File: config.mk
export PLATFORM = sky130hd
export DESIGN_NAME = spi_txq
export DESIGN_NICKNAME = d
export VERILOG_FILES = /design/src/rtl/spi_txq.sv
export SDC_FILE = /design/constraint.sdc
export NUM_CORES = 1
export LEC_CHECK = 0
export CAP_MARGIN = 15
export CORE_MARGIN = 2
export CORE_UTILIZATION = 28
export DETAILED_ROUTE_END_ITERATION = 7
export GPL_TIMING_DRIVEN = 0
export PLACE_DENSITY_LB_ADDON = 0.25
export SYNTH_ARGS = -nofsm -noshare
export SYNTH_HDL_FRONTEND = slang
export SYNTH_SLANG_ARGS = --single-unit
File: constraint.sdc
create_clock -name clk -period 4.8 [get_ports clk]
set_input_delay 1.44 -clock clk [delete_from_list [all_inputs] [get_ports clk]]
set_output_delay 1.44 -clock clk [all_outputs]
set_load 0.005 [all_outputs]
File: src/rtl/spi_txq.sv
// Paced transmit queue feeding the OLED SPI byte driver.
// Words are popped one at a time and spaced so each start pulse lands while the driver waits.
module spi_txq #(
  parameter int unsigned AW       = 4,
  parameter int unsigned XFER_GAP = 456,
  parameter int unsigned PWR_GAP  = 2
) (
  input  logic        clk,
  input  logic        reset,
  input  logic        we,
  input  logic [9:0]  wdata,
  input  logic        clr,
  output logic        spi_start,
  output logic [9:0]  spi_din,
  output logic [31:0] status
);

  localparam int unsigned DEPTH = 1 << AW;
  localparam int unsigned LW    = AW + 1;
  localparam int unsigned GMAX  = (XFER_GAP > PWR_GAP) ? XFER_GAP : PWR_GAP;
  localparam int unsigned GW    = ($clog2(GMAX) > 9) ? $clog2(GMAX) : 9;

  localparam logic [0:0] S_IDLE = 1'b0;
  localparam logic [0:0] S_HOLD = 1'b1;

  logic [0:0]    state_q, state_d;
  logic [GW-1:0] gap_q, gap_d;
  logic [AW-1:0] rp_q, rp_d;
  logic [AW-1:0] wp_q, wp_d;
  logic [LW-1:0] level_q, level_d;
  logic          ovf_q, ovf_d;
  logic          start_q, start_d;
  logic [9:0]    din_q, din_d;
  logic [9:0]    mem_q [DEPTH];

  logic          empty, full, busy, pop, push;
  logic [9:0]    head;

  // Next-state logic; the last HOLD cycle may pop so byte pulses are exactly XFER_GAP apart.
  always_comb begin
    state_d = state_q;
    gap_d   = gap_q;
    rp_d    = rp_q;
    wp_d    = wp_q;
    level_d = level_q;
    ovf_d   = ovf_q;
    start_d = 1'b0;
    din_d   = din_q;

    empty = (level_q == '0);
    full  = (level_q == LW'(DEPTH));
    busy  = (state_q == S_HOLD);
    head  = mem_q[rp_q];
    pop   = !empty && !clr && ((state_q == S_IDLE) || (gap_q == '0));
    push  = we && !clr && (!full || pop);

    case (state_q)
      S_IDLE: begin
        if (pop) begin
          state_d = S_HOLD;
        end
      end
      S_HOLD: begin
        if (gap_q == '0) begin
          state_d = pop ? S_HOLD : S_IDLE;
        end else begin
          gap_d = gap_q - GW'(1);
        end
      end
      default: state_d = S_IDLE;
    endcase

    if (pop) begin
      start_d = 1'b1;
      din_d   = head;
      rp_d    = rp_q + AW'(1);
      gap_d   = head[9] ? GW'(PWR_GAP - 1) : GW'(XFER_GAP - 1);
    end

    if (push) begin
      wp_d = wp_q + AW'(1);
    end
    level_d = level_q + LW'(push) - LW'(pop);

    if (we && full && !pop && !clr) begin
      ovf_d = 1'b1;
    end

    // Flush leaves any running gap countdown alone; the driver transfer cannot be stopped.
    if (clr) begin
      rp_d    = '0;
      wp_d    = '0;
      level_d = '0;
      ovf_d   = 1'b0;
    end
  end

  always_ff @(posedge clk) begin
    if (reset) begin
      state_q <= S_IDLE;
      gap_q   <= '0;
      rp_q    <= '0;
      wp_q    <= '0;
      level_q <= '0;
      ovf_q   <= 1'b0;
      start_q <= 1'b0;
      din_q   <= '0;
    end else begin
      state_q <= state_d;
      gap_q   <= gap_d;
      rp_q    <= rp_d;
      wp_q    <= wp_d;
      level_q <= level_d;
      ovf_q   <= ovf_d;
      start_q <= start_d;
      din_q   <= din_d;
    end
  end

  always_ff @(posedge clk) begin
    if (push && !reset) begin
      mem_q[wp_q] <= wdata;
    end
  end

  assign spi_start = start_q;
  assign spi_din   = din_q;
  // An idle, empty queue reads 32'h100 (only the empty flag set).
  assign status    = {20'h0, ovf_q, busy, full, empty, 8'(level_q)};

endmodule

==> After elaboration in Yosys (flattened, before gate mapping) <==
Memories as Yosys holds them, arrays and structs flattened. A register that Yosys moved wholly into a read port is not among the register bits.
Index checks and enable logic that the tools add are counted.
{ "totals": {"ff_bits": 35, "latch_bits": 0, "ramBits": 160, "romBits": 0, "in_bits": 14, "elab_cells": 48, "n_memories": 1} }
{ "memory_table": {"columns": ["memory", "words", "width", "rd", "rd_clocked_by_memory_dff", "write_ports", "line_no", "source"], "rows": [
  ["mem_q", 16, 10, 1, 1, 1, "34", "logic [9:0] mem_q [DEPTH];"]
]} }
{ "classes": {"add_sub_neg": 5, "n_mul": 0, "div_mod_pow": 0, "magnitude_cmp": 0, "eq_ne": 2, "shift": 0, "muxes": 11, "bitwise": 1, "reduce_logical": 20} }
{ "op_table": {"columns": ["operator", "n"], "rows": [
  ["two-way mux 9 bit", 4],
  ["logical NOT 9 bit", 1],
  ["subtractor 9 x 1 -> 9 bit (second input constant)", 1],
  ["adder 4 x 1 -> 4 bit (second input constant)", 2],
  ["logical AND 1 bit", 8],
  ["two-way mux 4 bit", 2],
  ["adder 5 x 1 -> 5 bit", 1],
  ["== test 5 bit (second input constant)", 1],
  ["logical NOT 1 bit", 5],
  ["logical NOT 5 bit", 1],
  ["subtractor 5 x 1 -> 5 bit", 1],
  ["two-way mux 1 bit", 4],
  ["logical OR 1 bit", 2],
  ["inequality test 2 bit (second input constant)", 1],
  ["one-hot mux 1 bit (2 select lines)", 1],
  ["AND reduction 2 bit", 1],
  ["nonzero test 2 bit", 1],
  ["OR reduction 2 bit", 1],
  ["NOT 1 bit", 1]
]} }

==> Depth between registers and ports, before layout <==
{ "logic_depth": {"ltp_word": 9, "ltp_mapped": 16, "ltp_nobuf": 14} }

==> Least setup slack after synthesis <==
OpenSTA, ideal clock, no wires.
{ "synth_path": {"kind": "input to register", "from": "in clr", "to": "reg level_q[4]", "setup_time_ns": 0.128, "arrival_time_ns": 3.277, "path_slack_ns": 1.396, "cell_stages": 12, "path_buffers": 1, "path_cell_list": "nor2_1 -> nand2_1 -> clkbuf_1 -> nand2_1 -> nand2_1 -> ha_1 -> fa_1 -> a21oi_1 -> nor2_1 -> nor2_1 -> xnor2_1 -> nor2_1"} }
{ "synth_between": {"elab_chain_len": 7} }
{ "synth_lines": {"columns": ["item", "line_no", "source"], "rows": [
  ["from (decl)", "12", "input logic clr,"],
  ["logical NOT 1 bit", "54, 55", null],
  ["logical AND 1 bit (2 in a row)", "54", "pop = !empty && !clr && ((state_q == S_IDLE) || (gap_q == '0));"],
  ["logical OR 1 bit", "55", "push = we && !clr && (!full || pop);"],
  ["logical AND 1 bit", "55", null],
  ["adder 5 x 1 -> 5 bit", "83", "level_d = level_q + LW'(push) - LW'(pop);"],
  ["subtractor 5 x 1 -> 5 bit", "83", null],
  ["to (signal assigned)", "113", "level_q <= level_d;"],
  ["to (decl)", "30", "logic [LW-1:0] level_q, level_d;"]
]} }
Several ways; a longest one is shown, not always the timed one.
A chain may end at the register's enable or synchronous reset.

==> Worst setup path in the final report <==
Ends and elaborated chain as after synthesis.

==> key figures <==
Synth
  – FFs w/ async S/R, synth: 0%
  – Synthesized cell area: 8110 um^2
  – Yosys reg bits: 199
  – Cell variety after synth: 49
  – Yosys top cell by area: edfxtp_1
  – Mapped Cells: 499
  – Synth area leaders: edfxtp_1 59%, mux4_2 11%, dfxtp_1 9.6%, buf_4 2.5%, ha_1 1.9%
  – Number of synthesis warnings: 0
  – Synth top area share: 59.3%
  – Main synth FF type: edfxtp_1
  – Average cell area after synthesis: 16.2 um^2
  – Seq/Total Area, Yosys: 68.9%
  – Post-synth EDFFs: 160

Drt
  – DRT Wirelength: 17.7 mm
  – Pre-antenna DRT Iters: 4
  – Final ANT Viol Nets: 0
  – # DRC: 0
  – Wirelength per Cell: 18.2 um
  – Initial DRC count: 350
  – Vias: 4364
  – DR vias/cell: 4.49

Worst setup path
  – Largest stage delay, worst path: 0.52 ns
  – RR Startpoint: gap_q[0]
  – Worst setup path startpoint: clr
  – Slowest stage cell, crit path: nor2_1
  – Cell family with most CP delay: simple AND/OR/NAND/NOR gates
  – R2R Setup Slk: 1.16 ns
  – Worst reg-to-reg path cell count: 15
  – Most used cell, CP: nor2_1
  – Setup CP Type: in2reg
  – Critical path arrival: 4.41 ns
  – Worst-path maximum fanout: 10
  – Worst Path Buf+Inv: 2
  – CP Capture Type: flop
  – Startpoint Class: input pin
  – Worst path cell trace: clkdlybuf4s50_1, nor2_1, nand2_1, clkbuf_1, nand2_1, nand2_1, ha_1, fa_1, a21oi_1, nor2_1, nor2_1, xnor2_1, nor2_1
  – Reg-to-Reg End: level_q[4]
  – WP data required: 5.11 ns

CTS
  – Num CTS Buffers: 17
  – H-tree lvl count: 4
  – Clock latency at the later pin of the worst-skew pair: 0.44 ns
  – Postcts setup bufs: 0
  – Clock Sinks: 199
  – CTS tree: yes
  – Clk slew on worst S/H paths: 0.08 ns
  – Clk root buf: clkbuf_16
  – Post-CTS Resized: 0
  – Longest Clk Path Bufs: 2
  – Hold buffer count at cts: 0

STA
  – Pins over their slew limit: 0
  – Tmin final: 4.10 ns
  – Max transition margin: 19.3%
  – Least-Margin Pin Slew: 1.21 ns
  – PnR worst setup slack: 0.697 ns
  – Fin. Hold Viols: 0
  – Clk_skew: 0.0130 ns
  – Final setup viols: 0
  – RSZ-0062 raised after global routing: false
  – Final Cycle Share: 85.5%
  – Fmax achieved: 244 MHz
  – Final setup TNS: 0 ns

GRT
  – Met2 usage: 19.9%
  – First-pass GRT wire length: 26.9 mm
  – Met3 Use GR: 3.08%
  – GRT Total Usage: 12.0%
  – Antenna violations before repair: 0
  – GR Layer Usage met1: 15.7%
  – Gr ovfl total: 0
  – Layer with the highest usage: met2
  – Vias in the first global route: 4422
  – Largest net degree at the start of global routing: 23

Layout
  – Share of layout cells above drive strength 1: 19.6%
  – Layout net count: 601
  – Fin cells: 971
  – N_diodes: 0
  – Syn-to-layout area delta: 19.3%
  – Util after Layout: 33.8%

Placement
  – Placed Cells: 938
  – Place WS: 0.181 ns
  – IO Port Bufs: 32
  – Dpl hpwl: 11.6 mm
  – Final GP Congestion: 0.771

Floorplanning
  – Chip width: 174 um
  – DIE HEIGHT: 174 um
  – Io pins: 57
  – Die area: 30300 um^2
  – CORE AREA: 28600 um^2
  – Row Count: 62
  – Initial core utilization: 28.3%

Run
  – Max-cap violations: 0

Min path
  – Worst hold path class: reg2reg
  – Worst hold endpoint: spi_din[7]
  – Worst Hold Depth: 2
  – Hold wc startpoint: spi_din[7]

Pwr
  – Post-route total power: 4.27 mW
  – Peak VDD IR: 0.179 mV
  – Leak: 3.22 nW
  – Pwr dens: 442 nW/um^2

Run status
  – Status: completed
-- sequential cells by signal, summed over array words and instances, names as in the netlist, named ones only --
signal     count
busy           1
spi_start      1
wp_q           4
gap_q          9
ovf_q          1
spi_din       10
level_q        5
rp_q           4
mem_q        160
-- routing by layer --
metal / wire, um / part of all wire (%) / vias to the layer above
met4: 214 / 1.2 / 0
met3: 899 / 5.1 / 20
met1: 8010 / 45 / 2204
met2: 8530 / 48 / 116
met5: 0 / 0 / -
li1: - / - / 2024
-- synth_stat cells (3+ instances only) --
library cell / instances
a21oi_1: 16
a22oi_1: 18
and2_1: 4
and3_1: 15
buf_1: 5
buf_2: 7
buf_4: 27
clkbuf_1: 10
dfxtp_1: 39
edfxtp_1: 160
ha_1: 12
inv_1: 7
mux4_2: 41
nand2_1: 35
nand3_1: 4
nor2_1: 28
nor2b_1: 7
nor3_1: 10
nor3b_1: 3
o21ai_1: 4
xnor2_1: 9
xor2_1: 4
-- area by class of cell --
type / instances / area (um^2)
fill: 2787 / 19000
sequential: 199 / 5590
multi-input combinational: 265 / 2270
tap: 384 / 480
clock buffer: 17 / 425
timing repair buffer: 34 / 343
buffer: 50 / 305
clock inverter: 15 / 236
inverter: 7 / 26.3
-- placed cells by master, fill, tap and decap left out, types with 5 or more instances in the layout --
master and n:
edfxtp_1 160, mux4_2 41, dfxtp_1 39, nand2_1 35, clkdlybuf4s50_1 32, nor2_1 28
buf_4 27, conb_1 23, a22oi_1 18, clkbuf_16 17, a21oi_1 16, and3_1 15
ha_1 12, clkbuf_1 10, nor3_1 10, xnor2_1 9, inv_1 7, nor2b_1 7
buf_2 7, buf_1 5
-- per-stage QoR --
step           hold slack [ns]  cell area, um^2
2_1_floorplan            0.438             8190
3_3_place_gp             0.451             8990
3_5_place_dp             0.458             9000
4_1_cts                  0.469             9660
5_1_grt                  0.487             9670
6_report                 0.464             9670
-- where the power goes --
group / switching (mW) / leakage (nW) / internal (mW)
logic: 0.381 / 1.15 / 0.338
registers: 0.0641 / 1.76 / 1.92
clock network: 0.742 / 0.320 / 0.825
-- worst max path at each step --
stage | endpoint | slack, ns | depth (start not counted)
floorplan | level_q[4] | 1.40 | 12
global route | level_q[4] | 0.39 | 13
finish | level_q[4] | 0.70 | 13
detailed placement | level_q[4] | 0.18 | 13
global placement | level_q[4] | 0.14 | 13
CTS | level_q[4] | 0.60 | 13
-- cells by family after synthesis --
kind of cell / synth area share (%)
buf+inv: 4.09
fa+ha+maj: 2.10
compound gates: 4.08
other cells: 0.0463
mux: 11.8
xor+xnor: 1.40
flops: 68.9
simple gates: 7.60
-- worst register-to-register path, cell delays in order (launching register included) --
cell and delay (ns):
dfxtp_1 0.36, inv_1 0.11, ha_1 0.18, or4b_1 0.52
o21ai_1 0.41, nand2_1 0.22, clkbuf_1 0.37, nand2_1 0.15
nand2_1 0.07, ha_1 0.21, fa_1 0.41, a21oi_1 0.16
nor2_1 0.06, nor2_1 0.11, xnor2_1 0.13, nor2_1 0.05
(Power assumes the default switching activity.)
